`src/rtl/fnd_pkg.sv`:
```
// Shared definitions for the shared 7-segment display arbiter: state encoding,
// requester count, blank pattern and requester-selection helpers.
package fnd_pkg;

    localparam int         NUM_REQ   = 3;
    localparam logic [7:0] SEG_BLANK = 8'hFF;

    typedef enum logic [1:0] {
        IDLE     = 2'd0,
        OWN      = 2'd1,
        HANDOVER = 2'd2
    } arb_state_e;

    function automatic logic [1:0] lowest_req(input logic [NUM_REQ-1:0] r);
        lowest_req = r[0] ? 2'd0 : r[1] ? 2'd1 : 2'd2;
    endfunction

    // First active requester after 'last', wrapping 0->1->2->0; 'last' itself is checked last.
    function automatic logic [1:0] rr_next(input logic [NUM_REQ-1:0] r, input logic [1:0] last);
        case (last)
            2'd0:    rr_next = r[1] ? 2'd1 : r[2] ? 2'd2 : 2'd0;
            2'd1:    rr_next = r[2] ? 2'd2 : r[0] ? 2'd0 : 2'd1;
            default: rr_next = r[0] ? 2'd0 : r[1] ? 2'd1 : 2'd2;
        endcase
    endfunction

endpackage

```
`src/rtl/decoder_7seg.sv`:
```
// Hex to 7-segment decoder, active-high segments {dp,g,f,e,d,c,b,a}; dp is never lit.
module decoder_7seg (
    input  logic [3:0] hex_value,
    output logic [7:0] seg_7
);

    always_comb begin
        seg_7 = 8'h00;
        case (hex_value)
            4'h0: seg_7 = 8'h3F;
            4'h1: seg_7 = 8'h06;
            4'h2: seg_7 = 8'h5B;
            4'h3: seg_7 = 8'h4F;
            4'h4: seg_7 = 8'h66;
            4'h5: seg_7 = 8'h6D;
            4'h6: seg_7 = 8'h7D;
            4'h7: seg_7 = 8'h07;
            4'h8: seg_7 = 8'h7F;
            4'h9: seg_7 = 8'h6F;
            4'hA: seg_7 = 8'h77;
            4'hB: seg_7 = 8'h7C;
            4'hC: seg_7 = 8'h39;
            4'hD: seg_7 = 8'h5E;
            4'hE: seg_7 = 8'h79;
            default: seg_7 = 8'h71;
        endcase
    end

endmodule

```
`src/rtl/fnd_scan.sv`:
```
// Digit scanner: free-running slot counter, active-low com ring and registered
// active-low segments that always belong to the com driven in the same cycle.
module fnd_scan
    import fnd_pkg::*;
#(
    parameter int SCAN_DIV = 100000
) (
    input  logic        clk,
    input  logic        reset_p,
    input  logic [15:0] value,
    input  logic        blank,
    output logic [3:0]  com,
    output logic [7:0]  seg_7
);

    localparam int CW = (SCAN_DIV > 1) ? $clog2(SCAN_DIV) : 1;

    logic [CW-1:0] cnt_q, cnt_d;
    logic [3:0]    com_q, com_d;
    logic [7:0]    seg_q, seg_d;
    logic [3:0]    nib;
    logic [7:0]    dec;
    logic          wrap;

    decoder_7seg u_dec (
        .hex_value (nib),
        .seg_7     (dec)
    );

    // Nibble and blank follow the next com so seg_7 and com update on the same edge.
    always_comb begin
        wrap  = (cnt_q == CW'(SCAN_DIV - 1));
        cnt_d = wrap ? '0 : cnt_q + 1'b1;
        com_d = wrap ? {com_q[2:0], com_q[3]} : com_q;
        case (com_d)
            4'b1110: nib = value[3:0];
            4'b1101: nib = value[7:4];
            4'b1011: nib = value[11:8];
            default: nib = value[15:12];
        endcase
        seg_d = blank ? SEG_BLANK : {1'b1, ~dec[6:0]};
    end

    always_ff @(posedge clk) begin
        if (reset_p) begin
            cnt_q <= '0;
            com_q <= 4'b1110;
            seg_q <= SEG_BLANK;
        end else begin
            cnt_q <= cnt_d;
            com_q <= com_d;
            seg_q <= seg_d;
        end
    end

    assign com   = com_q;
    assign seg_7 = seg_q;

endmodule

```
`src/rtl/fnd_share_arbiter.sv`:
```
// Shares one 4-digit 7-segment display between three requesters with a minimum
// hold time, a one-cycle blank handover and round-robin preemption.
module fnd_share_arbiter
    import fnd_pkg::*;
#(
    parameter int SCAN_DIV = 100000,
    parameter int HOLD_CYC = 100000000
) (
    input  logic                clk,
    input  logic                reset_p,
    input  logic [NUM_REQ-1:0]  req,
    input  logic [15:0]         value0,
    input  logic [15:0]         value1,
    input  logic [15:0]         value2,
    output logic [NUM_REQ-1:0]  grant,
    output logic                busy,
    output logic [3:0]          com,
    output logic [7:0]          seg_7
);

    localparam int HW = $clog2(HOLD_CYC + 1);

    arb_state_e           state_q, state_d;
    logic [1:0]           owner_q, owner_d;   // current owner, or last owner when not in OWN
    logic [HW-1:0]        hold_q, hold_d;
    logic [NUM_REQ-1:0]   grant_q, grant_d;
    logic [NUM_REQ-1:0]   others;
    logic [15:0]          value_sel;
    logic                 blank;

    always_comb begin
        state_d = state_q;
        owner_d = owner_q;
        hold_d  = hold_q;
        others  = req & ~grant_q;
        case (state_q)
            IDLE: begin
                if (|req) begin
                    state_d = OWN;
                    owner_d = lowest_req(req);
                    hold_d  = '0;
                end
            end
            OWN: begin
                if (!(|(req & grant_q))) begin
                    state_d = (|others) ? HANDOVER : IDLE;
                end else if (hold_q == HW'(HOLD_CYC) && (|others)) begin
                    state_d = HANDOVER;
                end else if (hold_q != HW'(HOLD_CYC)) begin
                    hold_d = hold_q + 1'b1;
                end
            end
            HANDOVER: begin
                if (|req) begin
                    state_d = OWN;
                    owner_d = rr_next(req, owner_q);
                    hold_d  = '0;
                end else begin
                    state_d = IDLE;
                end
            end
            default: state_d = IDLE;
        endcase
        grant_d = (state_d == OWN) ? (NUM_REQ'(1) << owner_d) : '0;
    end

    always_ff @(posedge clk) begin
        if (reset_p) begin
            state_q <= IDLE;
            owner_q <= 2'd0;
            hold_q  <= '0;
            grant_q <= '0;
        end else begin
            state_q <= state_d;
            owner_q <= owner_d;
            hold_q  <= hold_d;
            grant_q <= grant_d;
        end
    end

    // Scanner is fed from next-state so segments line up with the registered grant.
    always_comb begin
        case (owner_d)
            2'd0:    value_sel = value0;
            2'd1:    value_sel = value1;
            default: value_sel = value2;
        endcase
        blank = (state_d != OWN);
    end

    fnd_scan #(.SCAN_DIV(SCAN_DIV)) u_scan (
        .clk     (clk),
        .reset_p (reset_p),
        .value   (value_sel),
        .blank   (blank),
        .com     (com),
        .seg_7   (seg_7)
    );

    assign grant = grant_q;
    assign busy  = |grant_q;

endmodule

```
`config.mk`:
```
export PLATFORM = sky130hd
export DESIGN_NAME = fnd_share_arbiter
export DESIGN_NICKNAME = d
export VERILOG_FILES = /design/src/rtl/fnd_pkg.sv /design/src/rtl/decoder_7seg.sv /design/src/rtl/fnd_scan.sv /design/src/rtl/fnd_share_arbiter.sv
export SDC_FILE = /design/constraint.sdc
export NUM_CORES = 1
export LEC_CHECK = 0
export CORE_UTILIZATION = 45
export CTS_CLUSTER_SIZE = 40
export DETAILED_ROUTE_END_ITERATION = 8
export HOLD_SLACK_MARGIN = 0.05
export MAX_ROUTING_LAYER = met4
export PLACE_DENSITY = 0.78
export SLEW_MARGIN = 20
export SYNTH_ARGS = -nofsm -noshare
export SYNTH_HDL_FRONTEND = slang
export SYNTH_SLANG_ARGS = --single-unit
```
`constraint.sdc`:
```
create_clock -name clk -period 8.45 [get_ports clk]
set_input_delay 0.845 -clock clk [delete_from_list [all_inputs] [get_ports clk]]
set_output_delay 0.845 -clock clk [all_outputs]
set_load 0.05 [all_outputs]
```
After elaboration in Yosys (flattened, before gate mapping)
Memory sizes are Yosys's and may differ from the RTL's.
Cells that the tools add are included.
Storage, ports and cells
  bits in registers: 63
  memory bits (read-only): 112
  input port bits: 53
  word-level logic and storage cells: 71
  memories kept: 1
Memory list
  (no name shown): words 16, bits a word 7, read ports 1, clocked after Yosys merged registers in 0, write ports 0, line decoder_7seg.sv:9  | case (hex_value)
Operators by class
  add/subtract/negate cells: 2
  equal/unequal tests: 16
  shifts and indexed selects: 1
  mux-type cells: 24
  bitwise logic cells: 5
  reduce and logical (&&, ||, !) cells: 14
Operator list (number)
  $mux W27: 4
  $pmux W27 S2: 1
  $pmux W16 S2: 1
  $add A27 B1 Y27 const B: 1
  $eq A27 B27 Y1 const B: 1
  $ne A27 B27 Y1 const B: 1
  $mux W2: 11
  $add A17 B1 Y17 const B: 1
  $eq A17 B17 Y1 const B: 1
  $eq A4 B4 Y1 const B: 3
  $pmux W4 S3: 1
  $reduce_or A3 Y1: 4
  $eq A2 B1 Y1 const B: 4
  $pmux W2 S2: 2
  $reduce_or A2 Y1: 4
  $not A7 Y7: 1
  $and A3 B3 Y3: 2
  $logic_not A2 Y1: 3
  $ne A2 B2 Y1 const B: 3
  $pmux W2 S3: 1
  $reduce_and A5 Y1: 1
  $mux W4: 1
  $ne A2 B1 Y1 const B: 2
  $not A3 Y3: 1
  6 further kinds: 7

Longest topological paths before layout
  depth after elaboration: 10
  mapped depth: 15
  depth with buffers taken out: 13

Hierarchy
From an unflattened synthesis, not the netlist that was laid out.
Unflattened totals
  cell total of the unflattened synthesis: 468
  area, all modules: 3807.4 µm²
By module, submodules not included
  fnd_share_arbiter: instances 1, cells an instance 285, area each 2213.4 µm²
  fnd_scan: instances 1, cells an instance 148, area each 1295.0 µm²
  decoder_7seg: instances 1, cells an instance 35, area each 299.0 µm²

Worst setup path after synthesis
No wires, ideal clock.
  kind: input-to-reg
  start: input port req[2]
  end: register u_scan.seg_q[1], in the netlist u_scan.seg_7[1]
  library setup time: 0.122 ns
  arrival: 3.250 ns
  required time: 8.328 ns
  slack: 5.078 ns
  stages on the path: 11
  buffers on the path: 2
  cells stage by stage: nand2b_1 > a21oi_1 > o32a_1 > clkbuf_1 > mux2_2 > o32a_1 > and3_1 > clkbuf_1 > ha_1 > mux2i_1 > a221o_1
On the way
  longest elaborated chain between the ends: 10
RTL lines
  start: declaration: line fnd_share_arbiter.sv:11  | input logic [NUM_REQ-1:0] req,
  $mux W2 (2 in a row): line fnd_pkg.sv:21  | 2'd0: rr_next = r[1] ? 2'd1 : r[2] ? 2'd2 : 2'd0;
  $pmux W2 S2: line fnd_pkg.sv:20  | case (last)
  $mux W2: line fnd_share_arbiter.sv:54  | if (|req) begin
  $pmux W2 S2: line fnd_share_arbiter.sv:36  | case (state_q)
  $eq A2 B1 Y1 or $logic_not A2 Y1 (tied branches): line fnd_share_arbiter.sv:83  | case (owner_d)
  $pmux W16 S2: line fnd_share_arbiter.sv:83
  $pmux W4 S3: line fnd_scan.sv:35  | case (com_d)
  $mem_v2 Z16 W7
  $not A7 Y7: line fnd_scan.sv:41  | seg_d = blank ? SEG_BLANK : {1'b1, ~dec[6:0]};
  end signal: assignment: line fnd_scan.sv:52  | seg_q <= seg_d;
  end: declaration: line fnd_scan.sv:20  | logic [7:0] seg_q, seg_d;
Parallel ways exist; a longest one is shown, timed or not.
A chain may end at the register's enable or synchronous reset.

Worst setup path after layout
  start: input port req[2]
  end: register u_scan.seg_q[6], in the netlist u_scan.seg_7[6]
Same word-level chain as after synthesis.

==> results by group <==
Status
  – Status: complete, no violations

Finish
  – Commonest non-fill, non-tap cell in the layout: nor2_1
  – P&R area growth vs syn: 26.8%
  – Commonest cells after routing, fill and taps aside: nor2_1, clkdlybuf4s50_1, dfxtp_1, a21oi_1, nand2_1
  – Layout Utilization: 59.6%
  – Share of layout cells above drive strength 1: 6.85%
  – Nets: approximately 540
  – Ant diodes: 0
  – Fillers: 633

Clock network
  – Post-CTS Setup Inserts: 0
  – Max clock buf depth: 2
  – Cts hold-fix bufs: 0
  – Clk_lat worst skew: ~0.34 ns
  – Clock tree from TritonCTS: yes
  – Clk pin slew, worst setup/hold paths: around 0.070 ns
  – CTS root buf: clkbuf_8
  – CTS buffer count: 9
  – H-tree Lvls: 3
  – Clock sinks: slightly above 60
  – Resized cells post-CTS: 0

Die
  – Area of the core: 7330 um^2
  – Die ar.: roughly 8000 um^2
  – DIE HEIGHT: between 80 and 90 um
  – Die X: roughly 90 um
  – I/O Pins: slightly below 70
  – # rows: 31
  – Initial Util: a little under half

STA
  – Least-Margin Pin Slew: ~1.0 ns
  – RSZ-0062 raised after global routing: no
  – Final Max Slew Viols: 0
  – PnR worst setup slack: roughly 4.3 ns
  – Max Fclk: 242 MHz
  – Final period util: 48.8%
  – Crit path time final: 4.13 ns
  – Setup TNS: 0 ns
  – WHS: 0.471 ns
  – Final setup fails: 0
  – Post-Route Skew: 0.00725 ns
  – Rel. slew slack: a little under a third
  – Hold Violations, Final: 0

Critical path
  – Worst Path Max Fanout: 27
  – CP Cell Sequence: clkdlybuf4s50_1 > nor2b_1 > o32a_1 > nand2_1 > o21ai_0 > o32a_1 > and3_1 > inv_1 > ha_1 > inv_1 > nor2_1 > a21oi_1 > o221ai_1
  – Slowest-stage cell, CP: nand2_1
  – Worst path top cell family by delay: compound AO/OA/AOI/OAI gates
  – Largest stage delay, worst path: ~0.58 ns
  – Setup crit start kind: input port
  – Worst-case reg-to-reg path depth: 12
  – Path length in cells of the critical path: 13
  – WP data arrival: 4.29 ns
  – Critical path class: input port to register
  – Setup slack, reg-to-reg: 4.91 ns
  – Crit path buf inv count: 3
  – WP data required: 8.61 ns
  – Critical Path End Type: register

Job
  – Max cap viols: 0

Route
  – Vias per Instance: roughly 5.4
  – DR iter-0 viols: between 70 and 80
  – Post-route DRC: 0
  – Via count: about 3100
  – Wirelength, routed: ~8100 um
  – 1st-pass router iterations: 4
  – Detail Route Antenna Nets: 0
  – Wire per inst: around 14 um

Place
  – Port Buf Inserts: 67
  – Final GP Congestion: 0.833
  – Dpl ws: about 4.0 ns
  – Detailed placer's ending HPWL: around 6000 um

Logic synthesis
  – Syn nets: ~480
  – Post-synth EDFFs: 0
  – Cells after Synth: 419
  – Avg Cell Area, Syn: ~8 um^2
  – Yosys cell types: 53
  – YS warnings: 0
  – Sequential share of the synthesized area: a little over a third
  – #FFs+latches synth: slightly above 60
  – Synth Cell Area: 3450 um^2
  – Top_reg_cell synth: dfxtp_1
  – Async SR Flop Fraction: 0%

GRT
  – Vias in the first global route: about 3000
  – First-pass GRT wire length: between 10000 and 15000 um
  – Remaining global-route overflow: 0
  – Pin count of the biggest net entering global routing: 28
  – Initial antenna violation count: 0
  – Overall Global Routing Usage: between 20% and 30%

Power
  – Pwr dens: between 150 and 200 nW/um^2
  – Overall Power: roughly 760 uW
  – Pleak: 0.00155 uW
  – Max VDD drop: 127 uV

Min path
  – Hold Path Stages: 1
  – Hold crit path type: register to register
## stage by stage
step                instance area, um^2  std cells
floorplan                          3450        419
global placement                   4150        565
detailed placement                 4150        565
CTS                                4370        581
global route                       4370        581
finish                             4370        581
## registers in the layout (all words and copies together), names as in the netlist
name and count:
hold_q 27, state_q 2, owner_q 2, grant 3, u_scan.com 4, u_scan.cnt_q 17, u_scan.seg_7 7
## kinds of logic after synthesis
kind of cell    count (synthesis)  share of synthesized area [%]
simple gates                  181                           26.4
buf+inv                        35                           4.39
compound gates                 75                           14.6
xor+xnor                       35                           8.90
mux                            23                           7.08
fa+ha+maj                       7                           2.54
flops                          62                           36.0
other cells                     1                          0.109
## cell usage after synthesis, drive strengths merged (2+ instances only)
| cell type | count | share of area (%) |
|---|---|---|
| or3 | 7 | 1.3 |
| and3 | 7 | 1.3 |
| o211ai | 2 | 0.44 |
| inv | 15 | 1.6 |
| buf | 8 | 1.5 |
| clkbuf | 12 | 1.3 |
| mux2 | 11 | 3.6 |
| ha | 7 | 2.5 |
| nor2 | 70 | 7.6 |
| nand4 | 7 | 1.3 |
| o221ai | 5 | 1.3 |
| o32a | 6 | 1.7 |
| and2 | 4 | 0.80 |
| nor3 | 9 | 1.3 |
| nor2b | 5 | 0.91 |
| xnor2 | 13 | 3.3 |
| a31oi | 2 | 0.36 |
| dfxtp | 62 | 36 |
| o2111ai | 2 | 0.51 |
| o21ai | 12 | 1.7 |
| xor2 | 22 | 5.6 |
| nand4b | 4 | 1.0 |
| nand3 | 20 | 3.1 |
| a211o | 10 | 2.5 |
| mux2i | 12 | 3.5 |
| or2 | 3 | 0.54 |
| nor4 | 6 | 1.5 |
| nand2 | 27 | 2.9 |
| nand2b | 6 | 1.1 |
| a21oi | 28 | 4.1 |
## final timing paths
path / start / to
max: req[2] / u_scan.seg_7[6]
min reg2reg: u_scan.cnt_q[0] / u_scan.cnt_q[0]
max reg2reg: state_q[1] / u_scan.seg_7[6]
min: u_scan.cnt_q[0] / u_scan.cnt_q[0]
## final cells by class
| class | count | area [um^2] | share of cell area, % |
|---|---|---|---|
| clock buffer | 12 | 145 | 3.32 |
| clock inverter | 4 | 70.1 | 1.60 |
| inverter | 15 | 56.3 | 1.29 |
| multi-input combinational | 322 | 2060 | 47.2 |
| sequential | 62 | 1240 | 28.4 |
| tap | 99 | 124 | 2.84 |
| timing repair buffer | 67 | 671 | 15.4 |
## power by group
| part | total [uW] | switching [uW] | internal, uW |
|---|---|---|---|
| sequential | 308 | 6.46 | 302 |
| combinational | 166 | 95.1 | 71.1 |
| clock | 287 | 114 | 173 |
| total | 762 | 215 | 546 |
## metal layers
metal | wire (um) | vias to the layer above | global-route usage, %
met2 | 4090 | 50 | 37.8
met5 | 0 | - | -
li1 | - | 1594 | -
met1 | 3630 | 1472 | 24.6
met3 | 264 | 9 | 6.09
met4 | 83 | 0 | 6.35
(Power assumes the default switching activity.)
